### config.mk
export PLATFORM = sky130hd
export DESIGN_NAME = multicycle_control_flat
export DESIGN_NICKNAME = d
export VERILOG_FILES = /design/src/rtl/multicycle_control_if.sv /design/src/rtl/multicycle_control.sv /design/src/flat_wrapper.sv
export SDC_FILE = /design/constraint.sdc
export NUM_CORES = 1
export LEC_CHECK = 0
export BUFFER_PORTS_ARGS = -buffer_cell sky130_fd_sc_hd__buf_2
export CORE_MARGIN = 4
export CORE_UTILIZATION = 53
export DETAILED_ROUTE_END_ITERATION = 12
export HOLD_SLACK_MARGIN = 0.06
export PLACE_DENSITY = 0.8
export RECOVER_POWER = 25
export SLEW_MARGIN = 20
export SYNTH_ARGS = -nofsm -noshare
export SYNTH_HDL_FRONTEND = slang
export SYNTH_SLANG_ARGS = --single-unit
### constraint.sdc
create_clock -name clk -period 2.55 [get_ports clk]
set_input_delay 0.255 -clock clk [delete_from_list [all_inputs] [get_ports clk]]
set_output_delay 0.255 -clock clk [all_outputs]
set_load 0.01 [all_outputs]
### src/rtl/multicycle_control_if.sv
// Control/datapath bundle for the multicycle RV32I controller.
// The master side is the control FSM. The slave side is the datapath and memory.
interface multicycle_control_if #(parameter int CNT_W = 32) ();
  logic [6:0]       opcode;
  logic             branch_taken;
  logic             mem_ready;
  logic             mem_req;
  logic             mem_we;
  logic             addr_sel;
  logic             ir_write;
  logic             pc_write;
  logic             pc_src;
  logic [1:0]       alu_src_a;
  logic [1:0]       alu_src_b;
  logic [1:0]       ALUop;
  logic             reg_write;
  logic [1:0]       wb_sel;
  logic             illegal_instr;
  logic [CNT_W-1:0] instret;

  modport master (
    input  opcode, branch_taken, mem_ready,
    output mem_req, mem_we, addr_sel, ir_write, pc_write, pc_src,
           alu_src_a, alu_src_b, ALUop, reg_write, wb_sel,
           illegal_instr, instret
  );

  modport slave (
    output opcode, branch_taken, mem_ready,
    input  mem_req, mem_we, addr_sel, ir_write, pc_write, pc_src,
           alu_src_a, alu_src_b, ALUop, reg_write, wb_sel,
           illegal_instr, instret
  );
endinterface

### src/rtl/multicycle_control.sv
// Main control FSM of the multicycle RV32I core: fetch/decode/execute/mem/wb sequencing,
// retired-instruction counter and sticky illegal-opcode flag.
module multicycle_control #(
  parameter int CNT_W = 32
) (
  input  logic clk,
  input  logic rst,
  multicycle_control_if.master bus
);

  localparam logic [6:0] OP_R     = 7'b0110011;
  localparam logic [6:0] OP_I     = 7'b0010011;
  localparam logic [6:0] OP_LOAD  = 7'b0000011;
  localparam logic [6:0] OP_STORE = 7'b0100011;
  localparam logic [6:0] OP_BR    = 7'b1100011;
  localparam logic [6:0] OP_JAL   = 7'b1101111;
  localparam logic [6:0] OP_JALR  = 7'b1100111;
  localparam logic [6:0] OP_LUI   = 7'b0110111;
  localparam logic [6:0] OP_AUIPC = 7'b0010111;

  typedef enum logic [3:0] {
    FETCH, DECODE, EXEC_R, EXEC_I, LUI, AUIPC, WB_ALU, MEM_ADDR,
    MEM_RD, WB_MEM, MEM_WR, BRANCH, JAL, JALR, ILLEGAL
  } state_t;

  state_t           state;
  logic [CNT_W-1:0] instret_q;
  logic             illegal_q;
  logic             retire;

  function automatic state_t decode_next(input logic [6:0] op);
    case (op)
      OP_R:              return EXEC_R;
      OP_I:              return EXEC_I;
      OP_LOAD, OP_STORE: return MEM_ADDR;
      OP_BR:             return BRANCH;
      OP_JAL:            return JAL;
      OP_JALR:           return JALR;
      OP_LUI:            return LUI;
      OP_AUIPC:          return AUIPC;
      default:           return ILLEGAL;
    endcase
  endfunction

  // Retire happens on the last cycle of each instruction, while the FSM leaves for FETCH.
  always_comb begin
    retire = 1'b0;
    case (state)
      WB_ALU, WB_MEM, BRANCH, JAL, JALR: retire = 1'b1;
      MEM_WR:                            retire = bus.mem_ready;
      default:                           retire = 1'b0;
    endcase
  end

  always_ff @(posedge clk) begin
    if (rst) begin
      state     <= FETCH;
      instret_q <= '0;
      illegal_q <= 1'b0;
    end else begin
      if (retire) instret_q <= instret_q + CNT_W'(1);
      case (state)
        FETCH:    if (bus.mem_ready) state <= DECODE;
        DECODE: begin
          state <= decode_next(bus.opcode);
          if (decode_next(bus.opcode) == ILLEGAL) illegal_q <= 1'b1;
        end
        EXEC_R, EXEC_I, LUI, AUIPC: state <= WB_ALU;
        MEM_ADDR: state <= (bus.opcode == OP_LOAD) ? MEM_RD : MEM_WR;
        MEM_RD:   if (bus.mem_ready) state <= WB_MEM;
        MEM_WR:   if (bus.mem_ready) state <= FETCH;
        ILLEGAL:  state <= ILLEGAL;
        default:  state <= FETCH;
      endcase
    end
  end

  // Moore decode. Only ir_write/pc_write in FETCH and pc_write in BRANCH depend on inputs.
  // Everything is forced low while rst is high, so a pending memory request drops in the reset cycle.
  always_comb begin
    bus.mem_req   = 1'b0;
    bus.mem_we    = 1'b0;
    bus.addr_sel  = 1'b0;
    bus.ir_write  = 1'b0;
    bus.pc_write  = 1'b0;
    bus.pc_src    = 1'b0;
    bus.alu_src_a = 2'b00;
    bus.alu_src_b = 2'b00;
    bus.ALUop     = 2'b00;
    bus.reg_write = 1'b0;
    bus.wb_sel    = 2'b00;
    if (!rst) begin
      case (state)
        FETCH: begin
          bus.mem_req   = 1'b1;
          bus.alu_src_b = 2'b10;
          bus.ir_write  = bus.mem_ready;
          bus.pc_write  = bus.mem_ready;
        end
        DECODE: begin
          bus.alu_src_a = 2'b11;
          bus.alu_src_b = 2'b01;
        end
        EXEC_R: begin
          bus.alu_src_a = 2'b01;
          bus.ALUop     = 2'b10;
        end
        EXEC_I: begin
          bus.alu_src_a = 2'b01;
          bus.alu_src_b = 2'b01;
          bus.ALUop     = 2'b11;
        end
        LUI: begin
          bus.alu_src_a = 2'b10;
          bus.alu_src_b = 2'b01;
        end
        AUIPC: begin
          bus.alu_src_a = 2'b11;
          bus.alu_src_b = 2'b01;
        end
        WB_ALU: bus.reg_write = 1'b1;
        MEM_ADDR: begin
          bus.alu_src_a = 2'b01;
          bus.alu_src_b = 2'b01;
        end
        MEM_RD: begin
          bus.mem_req  = 1'b1;
          bus.addr_sel = 1'b1;
        end
        WB_MEM: begin
          bus.reg_write = 1'b1;
          bus.wb_sel    = 2'b01;
        end
        MEM_WR: begin
          bus.mem_req  = 1'b1;
          bus.addr_sel = 1'b1;
          bus.mem_we   = 1'b1;
        end
        BRANCH: begin
          bus.alu_src_a = 2'b01;
          bus.ALUop     = 2'b01;
          bus.pc_write  = bus.branch_taken;
          bus.pc_src    = 1'b1;
        end
        JAL: begin
          bus.reg_write = 1'b1;
          bus.wb_sel    = 2'b10;
          bus.pc_write  = 1'b1;
          bus.pc_src    = 1'b1;
        end
        JALR: begin
          bus.alu_src_a = 2'b01;
          bus.alu_src_b = 2'b01;
          bus.pc_write  = 1'b1;
          bus.reg_write = 1'b1;
          bus.wb_sel    = 2'b10;
        end
        default: ;
      endcase
    end
  end

  assign bus.instret       = instret_q;
  assign bus.illegal_instr = illegal_q;

endmodule

### src/flat_wrapper.sv
// flat-port wrapper written by rule: the top's interface ports become plain ports
module multicycle_control_flat 
#(
  parameter int CNT_W = 32
)
  (clk, rst, bus_opcode, bus_branch_taken, bus_mem_ready, bus_mem_req, bus_mem_we, bus_addr_sel, bus_ir_write, bus_pc_write, bus_pc_src, bus_alu_src_a, bus_alu_src_b, bus_ALUop, bus_reg_write, bus_wb_sel, bus_illegal_instr, bus_instret);
  multicycle_control_if #(.CNT_W(CNT_W)) bus_i ();
  input  logic clk;
  input  logic rst;
  input wire logic [$bits(bus_i.opcode)-1:0] bus_opcode;
  input wire logic [$bits(bus_i.branch_taken)-1:0] bus_branch_taken;
  input wire logic [$bits(bus_i.mem_ready)-1:0] bus_mem_ready;
  output wire logic [$bits(bus_i.mem_req)-1:0] bus_mem_req;
  output wire logic [$bits(bus_i.mem_we)-1:0] bus_mem_we;
  output wire logic [$bits(bus_i.addr_sel)-1:0] bus_addr_sel;
  output wire logic [$bits(bus_i.ir_write)-1:0] bus_ir_write;
  output wire logic [$bits(bus_i.pc_write)-1:0] bus_pc_write;
  output wire logic [$bits(bus_i.pc_src)-1:0] bus_pc_src;
  output wire logic [$bits(bus_i.alu_src_a)-1:0] bus_alu_src_a;
  output wire logic [$bits(bus_i.alu_src_b)-1:0] bus_alu_src_b;
  output wire logic [$bits(bus_i.ALUop)-1:0] bus_ALUop;
  output wire logic [$bits(bus_i.reg_write)-1:0] bus_reg_write;
  output wire logic [$bits(bus_i.wb_sel)-1:0] bus_wb_sel;
  output wire logic [$bits(bus_i.illegal_instr)-1:0] bus_illegal_instr;
  output wire logic [$bits(bus_i.instret)-1:0] bus_instret;
  assign bus_i.opcode = bus_opcode;
  assign bus_i.branch_taken = bus_branch_taken;
  assign bus_i.mem_ready = bus_mem_ready;
  assign bus_mem_req = bus_i.mem_req;
  assign bus_mem_we = bus_i.mem_we;
  assign bus_addr_sel = bus_i.addr_sel;
  assign bus_ir_write = bus_i.ir_write;
  assign bus_pc_write = bus_i.pc_write;
  assign bus_pc_src = bus_i.pc_src;
  assign bus_alu_src_a = bus_i.alu_src_a;
  assign bus_alu_src_b = bus_i.alu_src_b;
  assign bus_ALUop = bus_i.ALUop;
  assign bus_reg_write = bus_i.reg_write;
  assign bus_wb_sel = bus_i.wb_sel;
  assign bus_illegal_instr = bus_i.illegal_instr;
  assign bus_instret = bus_i.instret;
  multicycle_control #(.CNT_W(CNT_W)) u_core (.clk(clk), .rst(rst), .bus(bus_i));
endmodule
Word level (Yosys, flattened, before mapping)
Cells that the tools add are included.
{"block": "word_totals", "reg_bits": 37, "out_inout_bits": 48, "latchBits": 0, "memories": 0, "word_cells": 76, "mem_bits_rw": 0, "in_bits": 11, "romBits": 0}
{"block": "classes", "n_addsub": 1, "n_eq_ne": 27, "bitwise": 0, "n_reduce_logical": 14, "n_shift": 0, "n_div": 0, "mux": 31, "order_cmp": 0, "n_mul": 0}
{"op": "32-bit by 1-bit adder with 32-bit output, second input constant", "count": 1}
{"op": "4-bit == test, second input constant", "count": 8}
{"op": "4-bit one-hot mux with 8 select lines", "count": 1}
{"op": "4-bit one-hot mux with 7 select lines", "count": 1}
{"op": "7-bit by 6-bit == test with 1-bit output, second input constant", "count": 3}
{"op": "7-bit == test, second input constant", "count": 3}
{"op": "4-bit two-way mux", "count": 5}
{"op": "4-bit by 3-bit == test with 1-bit output, second input constant", "count": 4}
{"op": "7-bit by 5-bit == test with 1-bit output, second input constant", "count": 2}
{"op": "1-bit two-way mux", "count": 13}
{"op": "2-bit one-hot mux with 3 select lines", "count": 2}
{"op": "2-bit two-way mux", "count": 5}
{"op": "2-bit OR reduction", "count": 5}
{"op": "5-bit OR reduction", "count": 2}
{"op": "4-bit by 2-bit == test with 1-bit output, second input constant", "count": 2}
{"op": "2-bit one-hot mux with 2 select lines", "count": 2}
{"op": "4-bit OR reduction", "count": 2}
{"op": "7-bit by 2-bit == test with 1-bit output, second input constant", "count": 1}
{"op": "2-bit inequality test, second input constant", "count": 3}
{"op": "6-bit OR reduction", "count": 1}
{"op": "4-bit by 1-bit == test with 1-bit output, second input constant", "count": 1}
{"op": "4-bit zero test", "count": 1}
{"op": "1-bit one-hot mux with 3 select lines", "count": 1}
{"op": "3-bit AND reduction", "count": 1}
{"op": "3 further kinds", "count": 3}

Logic depth before layout (Yosys ltp)
Gate-level depths: netlist (run 1).
{"block": "logic_depth", "word_depth": 7, "ltp_mapped": 7, "ltp_nobuf": 6}

Worst setup path before layout (run 1)
OpenSTA, ideal clock, no wires.
{"block": "synth_path", "path_kind": "reg-to-reg", "start": "register u_core.instret_q[11], in the netlist u_core.bus.instret[11]", "end": "register u_core.instret_q[31], in the netlist u_core.bus.instret[31]", "period_less_slack_ns": 2.018, "path_slack_ns": 0.532, "n_path_buf": 1, "path_stages_with_launch": 6, "t_arrival_ns": 1.897, "required_time_ns": 2.429, "setup_time_ns": 0.121, "path_cell_list": "dfxtp_1 > nand4_2 > or4_1 > buf_6 > nor4_1 > mux2_2"}
{"block": "synth_between", "elab_chain_cells": 1}
{"element": "start, declared", "line_no": "multicycle_control.sv:27", "source": "logic [CNT_W-1:0] instret_q;"}
{"element": "start signal, assigned", "line_no": "multicycle_control.sv:61", "source": "if (retire) instret_q <= instret_q + CNT_W'(1);"}
{"element": "32-bit by 1-bit adder with 32-bit output", "line_no": "multicycle_control.sv:61"}
No other way between the ends.
A chain may end at the register's enable or synchronous reset.

Final worst setup path (run 1)
Ends and elaborated chain as after synthesis.

==> results of run 1 <==
-- cell families (layout without fill, tap and decap cells) --
family,after synthesis,after routing,synth area share
adders and majority gates,1,1,0.005573
buffers and inverters,25,80,0.04682
xor gates and xnor gates,29,29,0.1132
muxes,2,2,0.009476
AOI/OAI and AO/OA,60,60,0.2246
DFF,37,37,0.3300
and+or+nand+nor,120,120,0.2703
-- state kept, by name (all words and copies together), names as in the netlist --
register,flops
u_core.bus.illegal_instr,1
u_core.bus.instret,32
u_core.state,4
-- synth_stat cells (2+ instances only) --
master and n:
o21ai_0 6, a211oi_1 13, a2111oi_2 9, nand2b_1 4, nor2b_1 8, nand4_1 5
nor4_1 2, a21oi_1 12, and3_1 4, nand3_1 11, and2_1 3, clkbuf_1 16
a31oi_1 2, dfxtp_1 37, inv_1 5, and4_1 2, xnor2_1 28, or3_1 4
nor2_1 41, nor3_1 5, nand2_1 19, a2111oi_0 4, nor3b_1 4, buf_2 3
or2_2 3, a21boi_0 3
-- power breakdown --
group	leakage [µW]	internal (µW)	switching [µW]
logic	0.000556	177	270
registers	0.000299	607	43.6
clock network	0.0000687	394	229
-- final timing paths --
path	from	to	slack, ns	depth (start not counted)
worst max-delay path	u_core.bus.instret[11]$_SDFFE_PP0P_	u_core.bus.instret[31]$_SDFFE_PP0P_	0.23	4
worst min-delay path	rst	u_core.bus.instret[3]$_SDFFE_PP0P_	0.38	2
worst max register to register	u_core.bus.instret[11]$_SDFFE_PP0P_	u_core.bus.instret[31]$_SDFFE_PP0P_	0.23	4
worst min register to register	u_core.bus.illegal_instr$_SDFFE_PP0P_	u_core.bus.illegal_instr$_SDFFE_PP0P_	0.49	1
-- layout by cell type (no fill, tap or decap), types with 5 or more instances in the layout --
master,Yosys,layout
clkbuf_8,0,5
nor3_1,5,5
nand2_1,19,19
a211oi_1,13,13
xnor2_1,28,28
nor2_1,41,41
buf_4,0,9
nand4_1,5,5
inv_1,5,5
a21oi_1,12,12
a2111oi_2,9,9
clkbuf_1,16,21
nand3_1,11,11
dfxtp_1,37,37
o21ai_0,6,6
buf_2,3,37
nor2b_1,8,8
-- per-layer routing --
layer	routed length [µm]	up-vias
met4	24	0
met2	2395	67
met3	359	2
met1	2388	1003
li1	-	1092
met5	0	-
-- metrics by stage --
stage               hold WS, ns  area [µm²]  power (µW)
finish                   0.3752        2700        1721
global route             0.3888        2700        1805
CTS                      0.3766        2726        1723
detailed placement       0.4687        2589        1109
global placement         0.4635        2589        1103
floorplan                0.5216        2245       958.2
-- worst max-delay path: stages, from the launching register on --
cell and delay (ns):
dfxtp_1 0.44, nand4_2 0.15, or4_1 0.81, nor4_1 0.42, mux2_2 0.38
-- final cells by class --
| cell class | instances | area [µm²] | area share |
|---|---|---|---|
| Sequential cell | 37 | 740.7 | 0.2743 |
| Clock buffer | 5 | 68.82 | 0.02549 |
| Tap cell | 50 | 62.56 | 0.02317 |
| Inverter | 5 | 18.77 | 0.006951 |
| Multi-Input combinational cell | 212 | 1409 | 0.5218 |
| Clock inverter | 3 | 68.82 | 0.02549 |
| Timing Repair Buffer | 67 | 331.6 | 0.1228 |
==> summary.txt, run 1 <==
Run status
  • Status: complete, no violations

Detailed routing
  • Iteration-0 DRC Markers: 160
  • Via-per-instance ratio: 5.710
  • TritonRoute pass-1 iters: 4
  • DRC Markers: 0
  • Wire length per cell: 13.64 µm
  • WL final: 5.168 mm
  • Antenna Violating Nets Remaining: 0
  • Via count: 2164

Clocking
  • Clk_lat worst skew: 0.28 ns
  • CTS tree: done
  • Worst-path clk slew: 0.08 ns
  • TritonCTS Buffers: 5
  • Clk sinks: 37
  • Post-CTS setup buffer count: 0
  • CTS resizes: 0
  • Clock Root Buffer: clkbuf_8
  • CTS H-tree lvls: 2
  • Hold buffers post-CTS: 0
  • Clock Tree Buf Depth: 2

Die
  • Core area: 0.004058 mm²
  • Top Ports: 59
  • Die Footprint: 0.005341 mm²
  • DIE WIDTH: 73.08 µm
  • Initial core utilization: 0.5532
  • Die Y: 73.08 µm
  • Num rows: 23

Worst setup path
  • Top fanout value on the critical path: 10
  • Worst path required time: 2.72 ns
  • Startpoint Class: flip-flop
  • Critical setup path kind: reg -> reg
  • Crit path DAT: 2.49 ns
  • Crit. End Element: flip-flop

Logic synthesis
  • Number of synthesized register bits: 37
  • Cell count after synthesis: 274
  • Syn avg cell area: 8.192 µm²
  • Synth area leaders: dfxtp_1 33%, xnor2_1 11%, nor2_1 6.9%
  • Top FF cell, synth: dfxtp_1
  • Post-synthesis instance area: 0.002245 mm²
  • Register area share after synthesis: 0.3300
  • Number of library cell types mapped by synthesis: 47
  • Yosys top cell by area: dfxtp_1
  • Post-synth ARST share: 0
  • Syn_nets: 286
  • EDFF count, synth: 0
  • Syn. warnings: 0
  • Top cell type's share of synthesized area: 0.3300

Global route
  • Global route total overflow: 0
  • Number of global-route vias before repair: 1907
  • First-pass GRT wire length: 8.873 mm
  • Met1 global-route usage: 0.2899
  • GRT met2 Usage: 0.3217
  • Grt met3 use: 0.04408
  • Largest net degree at the start of global routing: 25
  • All-Layer GR Usage: 0.2038
  • Busiest grt layer: met2
  • Initial antenna violation count: 0

Power and ir drop
  • Leakage power: 0.0009232 µW
  • Pwr Density: 637.3 mW/mm²
  • Worst vdd ir: 0.4299 mV

STA
  • Worst slew pin tran: 0.5723 ns
  • RSZ-0062 raised after global routing: no
  • Tcrit/Tclk final: 0.9087
  • Skew final: 0.003984 ns
  • Pins Over Slew Limit: 0
  • Final hold violation count: 0
  • Slew HR: 0.6086
  • Period minus WS final: 2.317 ns
  • Fin Setup TNS: 0 ns
  • Max Clk Rate: 431.5 MHz
  • Setup Viol. Count Final: 0
  • Final WS setup: 0.2327 ns

Placement
  • HPWL Detailed: 3.735 mm
  • GP Congestion: 0.8083
  • Inst Count DP: 371
  • Place WS: 0.3037 ns
  • IO Port Bufs: 58

Worst hold path
  • Min-delay worst type: in -> reg

Job
  • Max-cap viol count: 0

Cells and area
  • Fin util: 0.6654
  • Nets@finish: 340
  • Antenna diodes: 0
  • Post-Layout Cell Count: 379
  • Layout cells sized above 1: 0.2249
  • Synth-to-layout area growth: 20.29%
  • Fillers: 353
(Power assumes the default switching activity.)
==> run 2: changes to the inputs <==
Settings changed: CORE_MARGIN 4 to default, SLEW_MARGIN 20 to 10.
==> summary.txt, run 2 (synthesis gave the netlist of run 1 again) <==
Power and ir drop
  • Pwr Total: 1502 µW (-13%)
  • NetSw: 508.0 µW (-6.4%)
  • Combinational share of power: 0.287 (+0.027)
  • Part of the power in the clock network: 0.274 (-0.088)
  • Worst vdd ir: 0.4259 mV (-0.93%)
  • Sequential share of power: 0.439 (+0.061)
  • Leakage power: 0.0008934 µW (-3.2%)
  • Pwr Density: 568.7 mW/mm² (-11%)
  • Sw frac: 0.3381 (+0.02276)
  • Internal power: 994.2 µW (-16%)

Detailed routing
  • Antenna Violating Nets Remaining: 0 (unchanged)
  • Wire length per cell: 13.55 µm (-0.66%)
  • TritonRoute pass-1 iters: 4 (unchanged)
  • Iteration-0 DRC Markers: 109 (-32%)
  • WL final: 5.107 mm (-1.2%)
  • Via-per-instance ratio: 5.761 (+0.90%)
  • Via count: 2172 (+0.37%)
  • DRC Markers: 0 (unchanged)

STA
  • Final hold violation count: 0 (unchanged)
  • Max Clk Rate: 444.0 MHz (+2.9%)
  • Pins Over Slew Limit: 0 (unchanged)
  • Worst slew pin tran: 0.5702 ns (-0.002089 ns)
  • RSZ-0062 raised after global routing: no
  • Tcrit/Tclk final: 0.8833 (-0.02547)
  • Fin Setup TNS: 0 ns (unchanged)
  • Period minus WS final: 2.252 ns (-0.06494 ns)
  • Final WS setup: 0.2977 ns (+0.06494 ns)
  • Setup Viol. Count Final: 0 (unchanged)
  • Skew final: 0.003999 ns (+0.00001571 ns)
  • Slew HR: 0.6100 (+0.001428)

Die
  • Initial core utilization: 0.5571 (+0.003951)
  • Core area: 0.004029 mm² (-0.71%)
  • Num rows: 23 (unchanged)
  • DIE WIDTH: 67.08 µm (-8.2%)
  • Top Ports: 59 (unchanged)
  • Die Footprint: 0.004500 mm² (-16%)
  • Die Y: 67.08 µm (-8.2%)

Clocking
  • Worst-path clk slew: 0.07 ns (about the same)
  • Hold buffers post-CTS: 0 (unchanged)
  • Clock Tree Buf Depth: 2 (unchanged)
  • Post-CTS setup buffer count: 0 (unchanged)
  • CTS H-tree lvls: 2 (unchanged)
  • TritonCTS Buffers: 5 (unchanged)
  • Clk sinks: 37 (unchanged)
  • CTS tree: done
  • Clock Root Buffer: clkbuf_8
  • Clk_lat worst skew: 0.29 ns (about the same)
  • CTS resizes: 0 (unchanged)

Global route
  • First-pass GRT wire length: 8.280 mm (-6.7%)
  • Number of global-route vias before repair: 1860 (-2.5%)
  • Initial antenna violation count: 0 (unchanged)
  • Global route total overflow: 0 (unchanged)
  • All-Layer GR Usage: 0.2426 (+0.03877)
  • Largest net degree at the start of global routing: 26 (+4.0%)

Worst setup path
  • Critical setup path kind: reg -> reg
  • Reg2Reg Depth: 4 (unchanged)
  • Reg2reg end: u_core.bus.instret[31]$_SDFFE_PP0P_
  • Crit. End Element: flip-flop
  • Worst reg2reg setup slack: 0.30 ns (+0.06 ns)
  • Worst path required time: 2.73 ns (about the same)
  • R2R Path Start: u_core.bus.instret[10]$_SDFFE_PP0P_
  • Crit path DAT: 2.43 ns (-0.06 ns)
  • Top fanout value on the critical path: 10 (unchanged)
  • Startpoint Class: flip-flop

Placement
  • IO Port Bufs: 58 (unchanged)
  • GP Congestion: 0.8218 (+1.7%)
  • Place WS: 0.2980 ns (-0.005725 ns)
  • HPWL Detailed: 3.682 mm (-1.4%)

Cells and area
  • Antenna diodes: 0 (unchanged)
  • Most common cell after layout, fill and taps aside: nor2_1
  • Nets@finish: 339 (-0.29%)
  • Layout cells sized above 1: 0.2171 (-0.007799)
  • Synth-to-layout area growth: 17.67%
  • Max FFs per register: 32 (unchanged)
  • Fillers: 374 (+5.9%)
  • Commonest cells after routing, fill and taps aside: 41 x nor2_1, 37 x buf_2, 37 x dfxtp_1

Worst hold path
  • Hold path startpoint: bus_opcode[0]
  • Hold Path Stages: 3 (+1)
  • Min-delay worst type: in -> reg
  • Worst Hold End: u_core.bus.illegal_instr$_SDFFE_PP0P_

Job
  • Max-cap viol count: 0 (unchanged)

Run status
  • Status: complete, no violations
## run 2: cell types whose count changed in the layout (fill, tap and decap cells not counted), sizes merged
cell	previous run	this run
clkbuf	26	28
buf	46	45
inv	6	5
bufinv	2	0
## run 2: critical path, cell delays in order (launching register included)
cell	delay, ns
dfxtp_1	0.44
nand4_2	0.13
or4_1	0.81
nor4_1	0.39
mux2_2	0.37
## run 2: area by class of cell
type | count | area (µm²) | share of cell area
clock buffers | 7 | 86.33 | 0.03269
multi-input cells | 212 | 1409 | 0.5334
inverters | 5 | 18.77 | 0.007106
repair buffers | 66 | 324.1 | 0.1227
well taps | 50 | 62.56 | 0.02369
flip-flops and latches | 37 | 740.7 | 0.2804
## run 2: worst max path at each step
stage / startpoint / endpoint / slack (ns) / cells after the start
floorplan: u_core.bus.instret[11]$_SDFFE_PP0P_ / u_core.bus.instret[31]$_SDFFE_PP0P_ / 0.53 / 5
global placement: u_core.bus.instret[11]$_SDFFE_PP0P_ / u_core.bus.instret[31]$_SDFFE_PP0P_ / 0.38 / 4
detailed placement: u_core.bus.instret[10]$_SDFFE_PP0P_ / u_core.bus.instret[31]$_SDFFE_PP0P_ / 0.30 / 4
CTS: u_core.bus.instret[10]$_SDFFE_PP0P_ / u_core.bus.instret[31]$_SDFFE_PP0P_ / 0.28 / 4
global route: u_core.bus.instret[10]$_SDFFE_PP0P_ / u_core.bus.instret[31]$_SDFFE_PP0P_ / 0.14 / 4
finish: u_core.bus.instret[10]$_SDFFE_PP0P_ / u_core.bus.instret[31]$_SDFFE_PP0P_ / 0.30 / 4
## run 2: metal layers
| layer | wire, µm | up-vias | GRT usage |
|---|---|---|---|
| li1 | - | 1087 | - |
| met1 | 2369 | 1031 | 0.3110 |
| met2 | 2471 | 47 | 0.3900 |
| met3 | 194 | 7 | 0.04966 |
| met4 | 72 | 0 | 0.09840 |
| met5 | 0 | - | 0 |
## run 2: through the flow
stage               std cells  hold WS (ns)  area [µm²]  utilization
global route              377        0.3860        2641       0.6556
finish                    377        0.3668        2641       0.6556
CTS                       377        0.3609        2668       0.6621
detailed placement        370        0.4721        2581       0.6407
global placement          370        0.4685        2581       0.6407
floorplan                 274        0.5216        2245            -
## run 2: power groups by stage
stage | logic [µW] | clock network [µW] | registers, µW
CTS | 434 | 423 | 657
global placement | 425 | 0 | 670
detailed placement | 431 | 0 | 671
finish | 432 | 411 | 659
floorplan | 307 | 0 | 651
global route | 477 | 448 | 665
